===== config.mk =====
export PLATFORM = sky130hd
export DESIGN_NAME = gx4000_asic_unlock_seq
export DESIGN_NICKNAME = d
export VERILOG_FILES = /design/src/rtl/gx4000_asic_unlock_seq.sv
export SDC_FILE = /design/constraint.sdc
export NUM_CORES = 1
export LEC_CHECK = 0
export ABC_AREA = 1
export CORE_MARGIN = 5
export CORE_UTILIZATION = 30
export DETAILED_ROUTE_END_ITERATION = 12
export HOLD_SLACK_MARGIN = 0.1
export PLACE_DENSITY = 0.56
export SLEW_MARGIN = 20
export SYNTH_ARGS = -nofsm -noshare
export SYNTH_HDL_FRONTEND = slang
export SYNTH_SLANG_ARGS = --single-unit

===== constraint.sdc =====
create_clock -name clk_sys -period 2.6 [get_ports clk_sys]
set_input_delay 0.39 -clock clk_sys [delete_from_list [all_inputs] [get_ports clk_sys]]
set_output_delay 0.39 -clock clk_sys [all_outputs]
set_load 0.01 [all_outputs]

===== src/rtl/gx4000_asic_unlock_seq.sv =====
// Plus/GX4000 ASIC unlock sequence detector: snoops CRTC-select port writes, tracks the
// sync/sequence protocol and drives asic_unlocked, event strobes, attempt count and status readback.
module gx4000_asic_unlock_seq #(
    parameter int                   SEQ_LEN    = 17,
    parameter logic [SEQ_LEN*8-1:0] SEQ        = 136'hFF00FF77B351A8D462399C462B158ACDEE,
    parameter int                   UNLOCK_IDX = 15,
    parameter logic [15:0]          ADDR_VAL   = 16'hBC00,
    parameter logic [15:0]          ADDR_MSK   = 16'hFF00,
    parameter logic [15:0]          STAT_ADDR  = 16'hBCFF,
    parameter int                   TIMEOUT    = 0,
    parameter int                   TO_W       = 16,
    parameter int                   CNT_W      = 16
) (
    input  logic             clk_sys,
    input  logic             reset_n,
    input  logic             plus_mode,
    input  logic [15:0]      cpu_addr,
    input  logic [7:0]       cpu_data_in,
    input  logic             cpu_wr,
    input  logic             cpu_rd,
    output logic [7:0]       cpu_data_out,
    output logic             asic_unlocked,
    output logic [4:0]       seq_step,
    output logic             unlock_pulse,
    output logic             lock_pulse,
    output logic             timeout_pulse,
    output logic [CNT_W-1:0] attempt_cnt
);

    // MATCH is encoded as 2'b00 so that status reads taken mid-sequence carry a zero state field.
    typedef enum logic [1:0] {
        ST_MATCH = 2'b00,
        ST_HUNT  = 2'b01,
        ST_ARMED = 2'b10,
        ST_DONE  = 2'b11
    } state_t;

    localparam logic [4:0]       LAST_STEP   = 5'(SEQ_LEN - 1);
    localparam logic [4:0]       UNLOCK_STEP = 5'(UNLOCK_IDX);
    localparam logic             TO_EN       = (TIMEOUT != 0);
    localparam logic [TO_W-1:0]  TO_LIMIT    = TO_W'(TIMEOUT);
    localparam logic [TO_W-1:0]  TO_MAX      = {TO_W{1'b1}};
    localparam logic [TO_W-1:0]  TO_ONE      = {{(TO_W-1){1'b0}}, 1'b1};
    localparam logic [TO_W-1:0]  TO_ZERO     = {TO_W{1'b0}};
    localparam logic [CNT_W-1:0] CNT_MAX     = {CNT_W{1'b1}};
    localparam logic [CNT_W-1:0] CNT_ONE     = {{(CNT_W-1){1'b0}}, 1'b1};
    localparam logic [CNT_W-1:0] CNT_ZERO    = {CNT_W{1'b0}};

    if ((SEQ_LEN < 1) || (SEQ_LEN > 32)) begin : g_bad_seq_len
        $error("gx4000_asic_unlock_seq: SEQ_LEN must be within 1..32");
    end
    if ((UNLOCK_IDX < 0) || (UNLOCK_IDX >= SEQ_LEN)) begin : g_bad_unlock_idx
        $error("gx4000_asic_unlock_seq: UNLOCK_IDX must be below SEQ_LEN");
    end

    // Sequence table padded to 32 entries so a 5-bit step always indexes in range.
    logic [7:0] seq_arr_s [32];
    for (genvar gi = 0; gi < 32; gi++) begin : g_seq
        if (gi < SEQ_LEN) begin : g_used
            assign seq_arr_s[gi] = SEQ[(SEQ_LEN-1-gi)*8 +: 8];
        end else begin : g_pad
            assign seq_arr_s[gi] = 8'h00;
        end
    end

    state_t           state_r, state_nxt_s;
    logic [4:0]       step_r, step_nxt_s;
    logic             prev_nz_r, prev_nz_nxt_s;
    logic             unlocked_r, unlocked_nxt_s;
    logic             unlock_pulse_r, unlock_pulse_nxt_s;
    logic             lock_pulse_r, lock_pulse_nxt_s;
    logic             timeout_pulse_r, timeout_pulse_nxt_s;
    logic [CNT_W-1:0] attempt_r, attempt_nxt_s;
    logic [TO_W-1:0]  to_cnt_r, to_cnt_nxt_s;
    logic             wr_q_r;
    logic [7:0]       dout_r, dout_nxt_s;

    logic             addr_hit_s;
    logic             accept_s;
    logic             stat_sel_s;
    logic             data_nz_s;
    logic             byte_ok_s;
    logic             at_unlock_s;
    logic             at_last_s;
    logic [4:0]       step_inc_s;
    logic [CNT_W-1:0] att_inc_s;
    logic [TO_W-1:0]  to_inc_s;
    logic             to_hit_s;

    // A long strobe is accepted only on its first cycle.
    assign addr_hit_s  = ((cpu_addr & ADDR_MSK) == ADDR_VAL);
    assign accept_s    = cpu_wr & ~wr_q_r & addr_hit_s & plus_mode;
    assign stat_sel_s  = cpu_rd & (cpu_addr == STAT_ADDR) & plus_mode;
    assign data_nz_s   = (cpu_data_in != 8'h00);
    assign byte_ok_s   = (cpu_data_in == seq_arr_s[step_r]);
    assign at_unlock_s = (step_r == UNLOCK_STEP);
    assign at_last_s   = (step_r == LAST_STEP);
    assign step_inc_s  = step_r + 5'd1;
    assign att_inc_s   = (attempt_r == CNT_MAX) ? attempt_r : (attempt_r + CNT_ONE);
    assign to_inc_s    = (to_cnt_r == TO_MAX) ? to_cnt_r : (to_cnt_r + TO_ONE);
    assign to_hit_s    = TO_EN & (to_inc_s >= TO_LIMIT);
    assign dout_nxt_s  = stat_sel_s ? {unlocked_r, state_r, step_r} : 8'h00;

    // Next-state, lock decision, counters and event strobes.
    always_comb begin
        state_nxt_s         = state_r;
        step_nxt_s          = step_r;
        prev_nz_nxt_s       = prev_nz_r;
        unlocked_nxt_s      = unlocked_r;
        attempt_nxt_s       = attempt_r;
        to_cnt_nxt_s        = to_cnt_r;
        unlock_pulse_nxt_s  = 1'b0;
        lock_pulse_nxt_s    = 1'b0;
        timeout_pulse_nxt_s = 1'b0;
        if (!plus_mode) begin
            state_nxt_s    = ST_HUNT;
            step_nxt_s     = 5'd0;
            unlocked_nxt_s = 1'b0;
            to_cnt_nxt_s   = TO_ZERO;
        end else if (accept_s) begin
            prev_nz_nxt_s = data_nz_s;
            to_cnt_nxt_s  = TO_ZERO;
            case (state_r)
                ST_HUNT: begin
                    if (data_nz_s) begin
                        state_nxt_s = ST_ARMED;
                    end else begin
                        state_nxt_s = ST_HUNT;
                    end
                end
                ST_ARMED: begin
                    if (!data_nz_s) begin
                        state_nxt_s   = ST_MATCH;
                        step_nxt_s    = 5'd0;
                        attempt_nxt_s = att_inc_s;
                    end else begin
                        state_nxt_s = ST_ARMED;
                    end
                end
                ST_MATCH: begin
                    if (byte_ok_s) begin
                        if (at_unlock_s) begin
                            unlocked_nxt_s     = 1'b1;
                            unlock_pulse_nxt_s = ~unlocked_r;
                        end else begin
                            unlocked_nxt_s = unlocked_r;
                        end
                        if (at_last_s) begin
                            state_nxt_s = ST_DONE;
                            step_nxt_s  = 5'd0;
                        end else begin
                            step_nxt_s = step_inc_s;
                        end
                    end else begin
                        if (at_unlock_s) begin
                            unlocked_nxt_s   = 1'b0;
                            lock_pulse_nxt_s = unlocked_r;
                        end else begin
                            unlocked_nxt_s = unlocked_r;
                        end
                        step_nxt_s = 5'd0;
                        // A zero right after a nonzero byte is a fresh sync, not just an error.
                        if (!data_nz_s && prev_nz_r) begin
                            state_nxt_s   = ST_MATCH;
                            attempt_nxt_s = att_inc_s;
                        end else if (data_nz_s) begin
                            state_nxt_s = ST_ARMED;
                        end else begin
                            state_nxt_s = ST_HUNT;
                        end
                    end
                end
                ST_DONE: begin
                    state_nxt_s = prev_nz_r ? ST_ARMED : ST_HUNT;
                    step_nxt_s  = 5'd0;
                end
                default: begin
                    state_nxt_s = ST_HUNT;
                    step_nxt_s  = 5'd0;
                end
            endcase
        end else begin
            case (state_r)
                ST_DONE: begin
                    state_nxt_s  = prev_nz_r ? ST_ARMED : ST_HUNT;
                    step_nxt_s   = 5'd0;
                    to_cnt_nxt_s = TO_ZERO;
                end
                ST_ARMED, ST_MATCH: begin
                    if (to_hit_s) begin
                        state_nxt_s         = ST_HUNT;
                        step_nxt_s          = 5'd0;
                        timeout_pulse_nxt_s = 1'b1;
                        to_cnt_nxt_s        = TO_ZERO;
                    end else begin
                        to_cnt_nxt_s = to_inc_s;
                    end
                end
                ST_HUNT: begin
                    to_cnt_nxt_s = TO_ZERO;
                end
                default: begin
                    state_nxt_s  = ST_HUNT;
                    step_nxt_s   = 5'd0;
                    to_cnt_nxt_s = TO_ZERO;
                end
            endcase
        end
    end

    // State, counters, strobes and readback registers.
    always_ff @(posedge clk_sys or negedge reset_n) begin
        if (!reset_n) begin
            state_r         <= ST_HUNT;
            step_r          <= 5'd0;
            prev_nz_r       <= 1'b0;
            unlocked_r      <= 1'b0;
            unlock_pulse_r  <= 1'b0;
            lock_pulse_r    <= 1'b0;
            timeout_pulse_r <= 1'b0;
            attempt_r       <= CNT_ZERO;
            to_cnt_r        <= TO_ZERO;
            wr_q_r          <= 1'b0;
            dout_r          <= 8'h00;
        end else begin
            state_r         <= state_nxt_s;
            step_r          <= step_nxt_s;
            prev_nz_r       <= prev_nz_nxt_s;
            unlocked_r      <= unlocked_nxt_s;
            unlock_pulse_r  <= unlock_pulse_nxt_s;
            lock_pulse_r    <= lock_pulse_nxt_s;
            timeout_pulse_r <= timeout_pulse_nxt_s;
            attempt_r       <= attempt_nxt_s;
            to_cnt_r        <= to_cnt_nxt_s;
            wr_q_r          <= cpu_wr;
            dout_r          <= dout_nxt_s;
        end
    end

    assign cpu_data_out  = dout_r;
    assign asic_unlocked = unlocked_r;
    assign seq_step      = step_r;
    assign unlock_pulse  = unlock_pulse_r;
    assign lock_pulse    = lock_pulse_r;
    assign timeout_pulse = timeout_pulse_r;
    assign attempt_cnt   = attempt_r;

endmodule


==> out/summary.txt <==
Core area -> 8760 um2
Pin count of the biggest net entering global routing -> 37
Worst min path class -> input pin to async pin
Ant diodes -> 0
Port Buffer Count -> 60
Die height -> 105 um
Crit path max-delay family -> simple AND/OR/NAND/NOR gates
Starting density of the core -> 30.8%
Maxcap violations -> 0
First-pass GRT wire length -> 12.3 mm
Post-DP Area -> 3440 um2
Slew Limit Headroom -> 45.9%
Initial antenna violation count -> 0
CP cell instances -> inv_2, ha_1, inv_1, o31ai_4, nand3_1, nand3_2, nor2_2, nand3_4, nand2_4, inv_4, nand3_2, o21ai_0, nand2_1
Crit path max fanout -> 10
Initial DRC Count -> 122
Status -> finished clean
Worst-Skew Late Latency -> 0.29 ns
Syn nets -> 418
Final Hold Slack -> 0.190 ns
Buf/Inv on CP -> 3
Share of synthesized registers carrying an async set or reset -> 100%
Post-synth top flop -> dfrtp_1
Synth Register Bits -> 36
RSZ-0062 raised after global routing -> no
CP arrival -> 2.46 ns
Most frequent cells in the layout -> nand2_1, clkdlybuf4s50_1, inv_1, nand3_1, dfrtp_1
Post-synthesis xor/xnor area fraction -> 4.87%
Post-synth EDFFs -> 0
Vias -> 2640
Synthesized cell area -> 2700 um2
Area Overhead vs Synth -> 31.2%
Die X -> 105 um
Largest family of logic cells by synthesized area -> simple AND/OR/NAND/NOR gates
Post-Synth Adder-Cell Area -> 5.56%
Met3 routed WL -> 423 um
Util after Layout -> 40.4%
Peak supply drop -> 0.000168 V
Layout filler cell count -> 900
Final Max Tran Viols -> 0
Ys Warns -> 0
Mapped Avg Cell Area -> 7.16 um2
Cell count after synthesis -> 377
DRC -> 0
Worst Path Required -> 2.78 ns
Final HPWL DP -> 5.90 mm
CP endpoint kind -> register
Power per cell area -> 304 nW/um2
CTS clock-pin slew for the worst setup and hold paths -> 0.08 ns
Post-route ant nets -> 0
Gr usage total -> 13.3%
Wirelength per Cell -> 13.2 um
Via/cell ratio -> 4.76
Mux cell area share after synthesis -> 0%
Seq/Total Area, Yosys -> 33.4%
TritonCTS Buffers -> 5
CTS Root Cell -> clkbuf_8
Critical path's most frequent cell -> nand3_2
Post-synthesis simple-gate area fraction -> 40.4%
CTS tree -> yes
Metal1 wirelength -> 3.38 mm
Endpoints failing hold -> 0
GPL Wtd Cong -> 0.866
Fin crit share -> 87.8%
Slowest stage delay, CP -> 0.39 ns
Die area -> 11000 um2
R2r setup slk -> 0.32 ns
DR WL met2 -> 3.46 mm
Worst Tran Pin Value -> 0.812 ns
Slowest stage cell, crit path -> dfrtp_1
Max Used Layer -> met4
Drt first pass iters -> 4
Crit path kind -> register to register
Site Rows -> 34
CTS sink count -> 36
Final Critical Period -> 2.28 ns
Vias in the first global route -> 2610
Max Buffers Root-to-Sink -> 2
Startpoint types -> register
Final count of negative-setup-slack endpoints -> 0
IO Pins -> 62
Post-synthesis cell type count -> 39
Clock Skew -> 0.00683 ns
Total Wirelength -> 7.35 mm
Commonest non-fill, non-tap cell in the layout -> nand2_1
Grt ovf -> 0
Final setup TNS -> 0 ns
CTS HTree Levels -> 2
Leakage Power -> 1.72 nW
Layout cells sized above 1 -> 12.1%
Post-CTS Setup Inserts -> 0
# nets final -> 487
Fmax -> 438 MHz
Synth Area in Compound Gates -> 5.38%
Post-route cell area -> 3540 um2
where the power goes:
group	leakage, nW	internal, W	switching [W]
clock	0.0404	0.000190	0.000223
sequential	0.455	0.000561	0.00000150
combinational	1.23	0.0000512	0.0000497
total	1.72	0.000802	0.000274
cells by family after synthesis:
group                      count (synthesis)
AOI/OAI and AO/OA                         21
xor gates and xnor gates                  15
adders and majority gates                 12
buffers and inverters                     64
DFF                                       36
other                                      1
and+or+nand+nor                          228
synth_stat cells, types with 3 or more instances:
| cell type | instances | share of area [%] |
|---|---|---|
| nor2_2 | 3 | 0.70 |
| nand3_2 | 6 | 2.2 |
| nand3_1 | 41 | 7.6 |
| xor2_1 | 11 | 3.6 |
| inv_1 | 51 | 7.1 |
| nand2_2 | 7 | 1.6 |
| a21oi_1 | 6 | 1.1 |
| xnor2_1 | 4 | 1.3 |
| dfrtp_1 | 35 | 32 |
| nor4_1 | 6 | 1.4 |
| nor2_1 | 27 | 3.8 |
| nand4_1 | 7 | 1.6 |
| nand2_1 | 109 | 15 |
| ha_1 | 12 | 5.6 |
| o21ai_0 | 7 | 1.3 |
| inv_2 | 4 | 0.56 |
| buf_6 | 3 | 1.3 |
| nor3_1 | 11 | 2.0 |
flip-flops by register name (all words and copies together) (netlist names):
| register | flops |
|---|---|
| cpu_data_out | 8 |
| lock_pulse | 1 |
| attempt_cnt | 16 |
| seq_step | 5 |
| unlock_pulse | 1 |
| wr_q_r | 1 |
| asic_unlocked | 1 |
| state_r | 2 |
| prev_nz_r | 1 |
stage by stage:
stage          power [W]  std cells  worst slack [ns]
2_1_floorplan   0.000610        377             0.366
3_3_place_gp    0.000674        547             0.150
3_5_place_dp    0.000676        547             0.149
4_1_cts          0.00110        555             0.223
5_1_grt          0.00113        555            0.0591
6_report         0.00108        555             0.318
worst paths after layout:
path | start | cells after the start | end
worst max register to register | seq_step[1] | 13 | attempt_cnt[11]
worst min register to register | attempt_cnt[3] | 1 | attempt_cnt[3]
worst min-delay path | reset_n | 1 | attempt_cnt[4]
worst max-delay path | seq_step[1] | 13 | attempt_cnt[11]
min in group clk_sys | attempt_cnt[3] | 1 | attempt_cnt[3]
max in group asynchronous | reset_n | 1 | attempt_cnt[3]
metal layers:
| layer | GRT usage [%] | up-vias |
|---|---|---|
| li1 | - | 1341 |
| met1 | 17.1 | 1216 |
| met2 | 22.4 | 74 |
| met3 | 3.33 | 9 |
| met4 | 2.92 | 0 |
| met5 | 0 | - |
layout make-up:
cell class                 instances  area (um2)  share of cell area [%]
clock inverter                     3        23.8                   0.671
inverter                          57         219                    6.18
sequential                        36         902                    25.5
tap                              108         135                    3.82
clock buffer                       5        68.8                    1.94
timing repair buffer              69         663                    18.7
multi-input combinational        277        1530                    43.2
what timing repair did:
action                     4_1_cts  5_1_grt
setup endpoints to repair        0        3
gates resized for setup          0        2
hold buffers                     0        0
Power figures use the tool's default switching activity.
